===== src/rtl/clock_divider_prog_if.sv =====
// Control/status bundle for clock_divider_prog.
// The restart signal exists only when CLOCK_DIVIDER_RESTART_EN is defined.
interface clock_divider_prog_if #(
  parameter int unsigned NUM_BITS = 26
);
  logic                enable;
  logic                load;
  logic [NUM_BITS-1:0] div_in;
  logic [NUM_BITS-1:0] high_in;
`ifdef CLOCK_DIVIDER_RESTART_EN
  logic                restart;
`endif
  logic                clock_out;
  logic                tick;
  logic                pending;

  modport master (
`ifdef CLOCK_DIVIDER_RESTART_EN
    output restart,
`endif
    output enable, load, div_in, high_in,
    input  clock_out, tick, pending
  );

  modport slave (
`ifdef CLOCK_DIVIDER_RESTART_EN
    input  restart,
`endif
    input  enable, load, div_in, high_in,
    output clock_out, tick, pending
  );
endinterface


===== src/rtl/clock_divider_prog.sv =====
// Runtime-programmable clock divider with glitch-free period/high-time update.
// New settings are written to a shadow register and take effect only when a
// period wraps, so clock_out never produces a runt pulse.
// Optional feature macro: CLOCK_DIVIDER_RESTART_EN (adds a forced-wrap input).
module clock_divider_prog #(
  parameter int unsigned NUM_BITS     = 26,
  parameter int unsigned DEFAULT_DIV  = 50_000_000,
  parameter int unsigned DEFAULT_HIGH = 25_000_000
) (
  input  logic                 clock_in,
  input  logic                 reset_n,
  clock_divider_prog_if.slave  bus
);

  typedef logic [NUM_BITS-1:0] cnt_t;

  localparam cnt_t DefDiv  = cnt_t'(DEFAULT_DIV);
  localparam cnt_t DefHigh = cnt_t'(DEFAULT_HIGH);
  localparam cnt_t MinDiv  = cnt_t'(2);

  cnt_t active_div_q,  active_div_d;
  cnt_t active_high_q, active_high_d;
  cnt_t shadow_div_q,  shadow_div_d;
  cnt_t shadow_high_q, shadow_high_d;
  cnt_t count_q,       count_d;
  logic pending_q,     pending_d;
  logic clock_out_q,   clock_out_d;
  logic tick_q,        tick_d;

  cnt_t period;
  logic restart_req;
  logic wrap;
  logic apply;

  // Effective period clamps 0/1 to 2; wrap is a natural end-of-period or a forced restart.
  always_comb begin
    period = (active_div_q < MinDiv) ? MinDiv : active_div_q;
`ifdef CLOCK_DIVIDER_RESTART_EN
    restart_req = bus.restart;
`else
    restart_req = 1'b0;
`endif
    wrap  = bus.enable && ((count_q == period - cnt_t'(1)) || restart_req);
    apply = wrap && pending_q;
  end

  // Next-state: apply shadow at wrap, advance counter, then capture any new load.
  always_comb begin
    active_div_d  = active_div_q;
    active_high_d = active_high_q;
    shadow_div_d  = shadow_div_q;
    shadow_high_d = shadow_high_q;
    count_d       = count_q;
    pending_d     = pending_q;
    clock_out_d   = clock_out_q;
    tick_d        = 1'b0;

    if (apply) begin
      active_div_d  = shadow_div_q;
      active_high_d = shadow_high_q;
      pending_d     = 1'b0;
    end

    if (bus.enable) begin
      if (wrap) begin
        // The period starting here already uses the freshly applied high time.
        count_d     = '0;
        tick_d      = 1'b1;
        clock_out_d = (active_high_d != '0);
      end else begin
        count_d     = count_q + cnt_t'(1);
        clock_out_d = (count_d < active_high_q);
      end
    end

    // A load on a wrap edge lands after the apply, so it waits for the next wrap.
    if (bus.load) begin
      shadow_div_d  = bus.div_in;
      shadow_high_d = bus.high_in;
      pending_d     = 1'b1;
    end
  end

  // State registers with asynchronous active-low reset to the default ratio.
  always_ff @(posedge clock_in or negedge reset_n) begin
    if (!reset_n) begin
      active_div_q  <= DefDiv;
      active_high_q <= DefHigh;
      shadow_div_q  <= DefDiv;
      shadow_high_q <= DefHigh;
      count_q       <= DefDiv - cnt_t'(1);
      pending_q     <= 1'b0;
      clock_out_q   <= 1'b0;
      tick_q        <= 1'b0;
    end else begin
      active_div_q  <= active_div_d;
      active_high_q <= active_high_d;
      shadow_div_q  <= shadow_div_d;
      shadow_high_q <= shadow_high_d;
      count_q       <= count_d;
      pending_q     <= pending_d;
      clock_out_q   <= clock_out_d;
      tick_q        <= tick_d;
    end
  end

  assign bus.clock_out = clock_out_q;
  assign bus.tick      = tick_q;
  assign bus.pending   = pending_q;

endmodule


===== src/flat_wrapper.sv =====
// flat-port wrapper written by rule: the top's interface ports become plain ports
module clock_divider_prog_flat 
#(
  parameter int unsigned NUM_BITS     = 26,
  parameter int unsigned DEFAULT_DIV  = 50_000_000,
  parameter int unsigned DEFAULT_HIGH = 25_000_000
)
  (clock_in, reset_n, bus_enable, bus_load, bus_div_in, bus_high_in, bus_clock_out, bus_tick, bus_pending);
  clock_divider_prog_if #(.NUM_BITS(NUM_BITS)) bus_i ();
  input  logic clock_in;
  input  logic reset_n;
  input wire logic [$bits(bus_i.enable)-1:0] bus_enable;
  input wire logic [$bits(bus_i.load)-1:0] bus_load;
  input wire logic [$bits(bus_i.div_in)-1:0] bus_div_in;
  input wire logic [$bits(bus_i.high_in)-1:0] bus_high_in;
  output wire logic [$bits(bus_i.clock_out)-1:0] bus_clock_out;
  output wire logic [$bits(bus_i.tick)-1:0] bus_tick;
  output wire logic [$bits(bus_i.pending)-1:0] bus_pending;
  assign bus_i.enable = bus_enable;
  assign bus_i.load = bus_load;
  assign bus_i.div_in = bus_div_in;
  assign bus_i.high_in = bus_high_in;
  assign bus_clock_out = bus_i.clock_out;
  assign bus_tick = bus_i.tick;
  assign bus_pending = bus_i.pending;
  clock_divider_prog #(.NUM_BITS(NUM_BITS), .DEFAULT_DIV(DEFAULT_DIV), .DEFAULT_HIGH(DEFAULT_HIGH)) u_core (.clock_in(clock_in), .reset_n(reset_n), .bus(bus_i));
endmodule

===== config.mk =====
export PLATFORM = sky130hd
export DESIGN_NAME = clock_divider_prog_flat
export DESIGN_NICKNAME = d
export VERILOG_FILES = /design/src/rtl/clock_divider_prog_if.sv /design/src/rtl/clock_divider_prog.sv /design/src/flat_wrapper.sv
export SDC_FILE = /design/constraint.sdc
export NUM_CORES = 1
export LEC_CHECK = 0
export ABC_AREA = 0
export CORE_ASPECT_RATIO = 1.75
export CORE_MARGIN = 2
export CORE_UTILIZATION = 45
export CTS_CLUSTER_DIAMETER = 120
export DETAILED_ROUTE_END_ITERATION = 7
export PLACE_DENSITY = 0.65
export SLEW_MARGIN = 0
export SYNTH_ARGS = -nofsm -noshare
export SYNTH_HDL_FRONTEND = slang
export SYNTH_SLANG_ARGS = --single-unit
export TNS_END_PERCENT = 1

===== constraint.sdc =====
create_clock -name clock_in -period 5.5 [get_ports clock_in]
set_clock_uncertainty 0.2 [all_clocks]
set_input_delay 1.1 -clock clock_in [delete_from_list [all_inputs] [get_ports clock_in]]
set_output_delay 1.1 -clock clock_in [all_outputs]
set_load 0.1 [all_outputs]

# --- Word level (Yosys, flattened, before mapping) ---
# Cells that the tools add are included.
# W data, S select, Z words.
word_totals:
  register_bits: 133
  out_inout_bits: 3
  word_cells: 25
op_classes:
  n_addsub: 2
  magnitude_cmp: 2
  eq_ne: 1
  mux: 8
  n_reduce_logical: 4
ops:
  columns: ["operator", "count"]
  rows:
  - ["$mux W26", 3]
  - ["$add A26 B1 Y26 const B", 1]
  - ["$eq A26 B26 Y1", 1]
  - ["$lt A26 B2 Y1 const B", 1]
  - ["$lt A26 B26 Y1", 1]
  - ["$reduce_bool A26 Y1", 1]
  - ["$sub A26 B1 Y26 const B", 1]
  - ["$mux W1", 5]
  - ["$logic_and A1 B1 Y1", 2]
  - ["$reduce_bool A2 Y1", 1]

# --- Longest topological paths before layout ---
depth:
  word_depth: 9
  depth_mapped: 16
  ltp_nobuf: 15

# --- Worst setup path before layout ---
# OpenSTA, ideal clock, no wires.
synth_timing:
  path_type: "register to register"
  from: "register u_core.active_div_q[18]"
  to: "register u_core.active_div_q[10]"
  setup_time_ns: 0.125
  arrival_ns: 4.008
  required_ns: 5.175
  setup_slack_ns: 1.167
  stages_incl_launch_ff: 16
  n_path_buf: 2
  synth_period_minus_slack_ns: 4.333
  cell_sequence: "dfrtp_1 nor3_2 and4_1 buf_2 and2_1 nand2b_1 ha_1 or3b_2 nor3_1 mux2_2 o21ai_0 o2111ai_1 nor4_4 nand2_2 buf_6 mux2_4"
synth_via:
  elab_chain_len: 6
synth_lines:
  columns: ["element", "line_no", "text"]
  rows:
  - ["start: declaration", "clock_divider_prog.sv:21", "cnt_t active_div_q, active_div_d;"]
  - ["start signal: assignment", "clock_divider_prog.sv:87", "active_div_q <= DefDiv;"]
  - ["start signal: assignment", "clock_divider_prog.sv:96", "active_div_q <= active_div_d;"]
  - ["$lt A26 B2 Y1", "clock_divider_prog.sv:37", "period = (active_div_q < MinDiv) ? MinDiv : active_div_q;"]
  - ["$mux W26 *", "clock_divider_prog.sv:37", null]
  - ["$sub A26 B1 Y26 *", "clock_divider_prog.sv:43", "wrap = bus.enable && ((count_q == period - cnt_t'(1)) || restart_req);"]
  - ["$eq A26 B26 Y1 *", "clock_divider_prog.sv:43", null]
  - ["$logic_and A1 B1 Y1 *", "clock_divider_prog.sv:43", null]
  - ["$logic_and A1 B1 Y1 *", "clock_divider_prog.sv:44", "apply = wrap && pending_q;"]
# Mark *: on every way between the ends. The rest lies on a longest branch, timed or not.
# A chain may end at the register's enable or synchronous reset.

# --- Final worst setup path ---
layout_timing:
  from: "register u_core.active_div_q[11]"
  to: "register u_core.active_div_q[11]"
# Same word-level chain as after synthesis.

==> results.yml <==
run_status:
  status: "completed"
route:
  wirelength_um: 18500
  ant_nets: 0
  dr.pass1.iters: 5
  viasPerCell: 5.52
  drc: 0
  routedWlPerCell_um: 19.1
  drt_iter0_markers: 269
  vias: 5359
synthesis:
  syn_area_per_cell_um2: 11.4
  netlist_top_cells_count: "67 x dfrtp_1, 66 x dfstp_2, 56 x mux2_2"
  synth.distinct_cells: 67
  postSynthCellCount: 673
  syn_nets: 756
  synthArstFlopShare: 1.00
  synth_area_mm2: 0.00765
  synthTopCellsByArea: "dfstp_2 23%, dfrtp_1 22%, mux2_4 9.8%, mux2_2 8.2%, ha_1 4.4%"
  synth-edff-count: 0
  yosys_warnings: 0
  synth_top_area_frac: 0.227
  synth_area_leader_cell: "dfstp_2"
  synth-seq-area-share: 0.446
  ys.flop_type: "dfrtp_1"
  yosysMostFrequentCell: "dfrtp_1"
  ys_ff_latch: 133
clock_network:
  cts.htree.levels: 4
  max-clock-path-buffers: 2
  clkLatencyLatePin_ns: 0.43
  root_buffer: "clkbuf_16"
  cts-hold-fix-buffers: 0
  cts_resized: 0
  clock-sinks: 133
  path_clk_slew_ns: 0.06
  cts-buffers-inserted: 17
  cts_tree: "done"
  postCtsSetupBuffers: 0
layout:
  fillers: 1508
  seqCellArea_mm2: 0.00341
  final_layout_size_suffix_gt1_frac: 0.310
  nNetsFinal: 814
  stdcell_area_mm2: 0.00901
  diodes: 0
  area_delta_synth_final_pct: 17.8
  multi_input_area_mm2: 0.00386
sta:
  setup_viol: 0
  rsz0062_at_grt: "false"
  min_period_ns: 5.06
  setup_tns_ns: 0
  hold_viol: 0
  slew_violations: 0
  worst_slew_pin_slew_ns: 0.981
  max_freq_mhz: 198
  fin_crit_sh: 0.920
  slew_headroom: 0.344
place:
  io_buffers: 58
  gp_congestion: 0.975
  dpl_cell_area_mm2: 0.00843
  place_hpwl_um: 14000
setup_path:
  crit_chain: "nor4_1 > and4b_1 > and2_1 > nand2b_1 > ha_1 > or3b_2 > nor3_1 > mux2_2 > o21ai_0 > o2111ai_1 > nor4_4 > nand2_2 > buf_4 > mux2_4"
  cp.buffers_inverters: 1
  crit_required_ns: 5.61
  crit_family: "simple AND/OR/NAND/NOR gates"
  cp_slowest_stage_delay_ns: 0.74
  critPathSlowestCell: "nor4_1"
  worst_ep_arrival_time_ns: 5.18
  critPathLaunchType: "flop"
  worstSetupPathType: "reg2reg"
  end_kind: "flop"
  crit_fanout: 26
floorplan:
  core-area_mm2: 0.0168
  num_rows: 63
  io_pins: 59
  start_util: 0.455
  die_h_um: 176
  die_area_mm2: 0.0181
  die_x_um: 103
grt:
  antenna_found_initial: 0
  grt_max_degree: 54
  overflow: 0
  grt_pass1_vias: 5641
  grt_pass1_wl_um: 29300
  grt_usage: 0.218
power_and_ir_drop:
  power.static_leakage_uw: 0.00381
  peakVddDrop_uv: 211
  power_density_mw_per_mm2: 300
worst_hold_path:
  hp-class: "reg2reg"
flow_run:
  cap_violations: 0
==> registers in the layout, summed over array words and instances, names as in the netlist <==
register              count
u_core.bus.tick           1
u_core.active_div_q      26
u_core.active_high_q     26
u_core.count_q           26
u_core.shadow_div_q      26
u_core.shadow_high_q     26
u_core.bus.pending        1
u_core.bus.clock_out      1
==> metrics by stage <==
step                hold WS, ns  power [uW]  setup slack [ns]   util  instances
global placement          0.291        1580             0.514  0.502        939
global route              0.323        2840             0.126  0.537        971
finish                    0.307        2700             0.439  0.537        971
CTS                       0.309        2740             0.433  0.537        971
floorplan                 0.277        1440              1.17      -        673
detailed placement        0.297        1600             0.448  0.502        939
==> cell usage in the layout, fill, tap and decap left out, types with 4 or more instances in the layout <==
cell type / synthesis / layout
a21o_1: 4 / 4
clkdlybuf4s50_1: 0 / 56
nor2_1: 19 / 19
clkinv_4: 0 / 5
ha_1: 27 / 27
and3_1: 6 / 6
or3_1: 8 / 8
nand2b_1: 6 / 6
clkbuf_16: 0 / 17
xor2_1: 15 / 15
dfrtp_1: 67 / 67
nor3_1: 14 / 14
nand2_1: 22 / 22
nor3b_1: 7 / 7
a31oi_1: 4 / 4
nand3_1: 32 / 32
buf_4: 1 / 15
xnor2_1: 37 / 37
mux2_4: 50 / 50
a21oi_1: 11 / 11
nand4_1: 14 / 14
nor4_1: 19 / 19
o21ai_0: 37 / 37
inv_1: 50 / 50
nor2b_1: 5 / 5
dfstp_2: 66 / 66
o211ai_1: 5 / 5
mux2_2: 56 / 56
==> report_power, final <==
group / internal (uW) / switching [uW] / total, uW / leakage, uW
clock: 670 / 445 / 1110 / 0.000277
sequential: 1090 / 91.0 / 1180 / 0.00153
combinational: 194 / 215 / 409 / 0.00200
total: 1950 / 750 / 2700 / 0.00381
==> cell type report <==
cell class	count	share of cell area
Multi-Input combinational cell	457	0.429
Clock inverter	14	0.0171
Timing Repair Buffer	72	0.0753
Sequential cell	133	0.379
Tap cell	227	0.0315
Inverter	50	0.0208
Clock buffer	18	0.0476
==> kinds of logic (layout without fill, tap and decap cells) <==
group,after synthesis,count (layout),synth area share
and+or+nand+nor,175,175,0.134
muxes,109,109,0.185
xor gates and xnor gates,53,53,0.0625
adders and majority gates,27,27,0.0442
DFF,133,133,0.446
buffers and inverters,83,154,0.0486
AOI/OAI and AO/OA,93,93,0.0805
==> worst reg2reg max path: stages (launching register included) <==
cell and delay [ns]:
dfrtp_1 0.45, nor4_1 0.74, and4b_1 0.32, and2_1 0.20, nand2b_1 0.13, ha_1 0.21, or3b_2 0.51, nor3_1 0.24
mux2_2 0.36, o21ai_0 0.29, o2111ai_1 0.24, nor4_4 0.29, nand2_2 0.10, buf_4 0.29, mux2_4 0.38
==> final timing paths <==
path	startpoint	end	slack, ns	cells after the start
worst min register to register	u_core.shadow_div_q[1]$_DFFE_PN0P_	u_core.active_div_q[1]$_DFFE_PN0N_	0.31	1
worst min-delay path	u_core.shadow_div_q[1]$_DFFE_PN0P_	u_core.active_div_q[1]$_DFFE_PN0N_	0.31	1
min in group asynchronous	reset_n	u_core.shadow_div_q[2]$_DFFE_PN0P_	0.48	1
worst max-delay path	u_core.active_div_q[11]$_DFFE_PN0N_	u_core.active_div_q[11]$_DFFE_PN0N_	0.44	14
worst max register to register	u_core.active_div_q[11]$_DFFE_PN0N_	u_core.active_div_q[11]$_DFFE_PN0N_	0.44	14
max in group asynchronous	reset_n	u_core.active_high_q[18]$_DFF_PN1_	3.56	2
==> per-layer routing <==
metal,vias to the layer above,GRT usage,routed length [um]
met5,-,0,0
met4,0,0.126,965
met2,130,0.398,10300
met3,45,0.0463,574
met1,2643,0.221,6640
li1,2541,-,-
No activity file was read; power rests on OpenSTA's default activity.
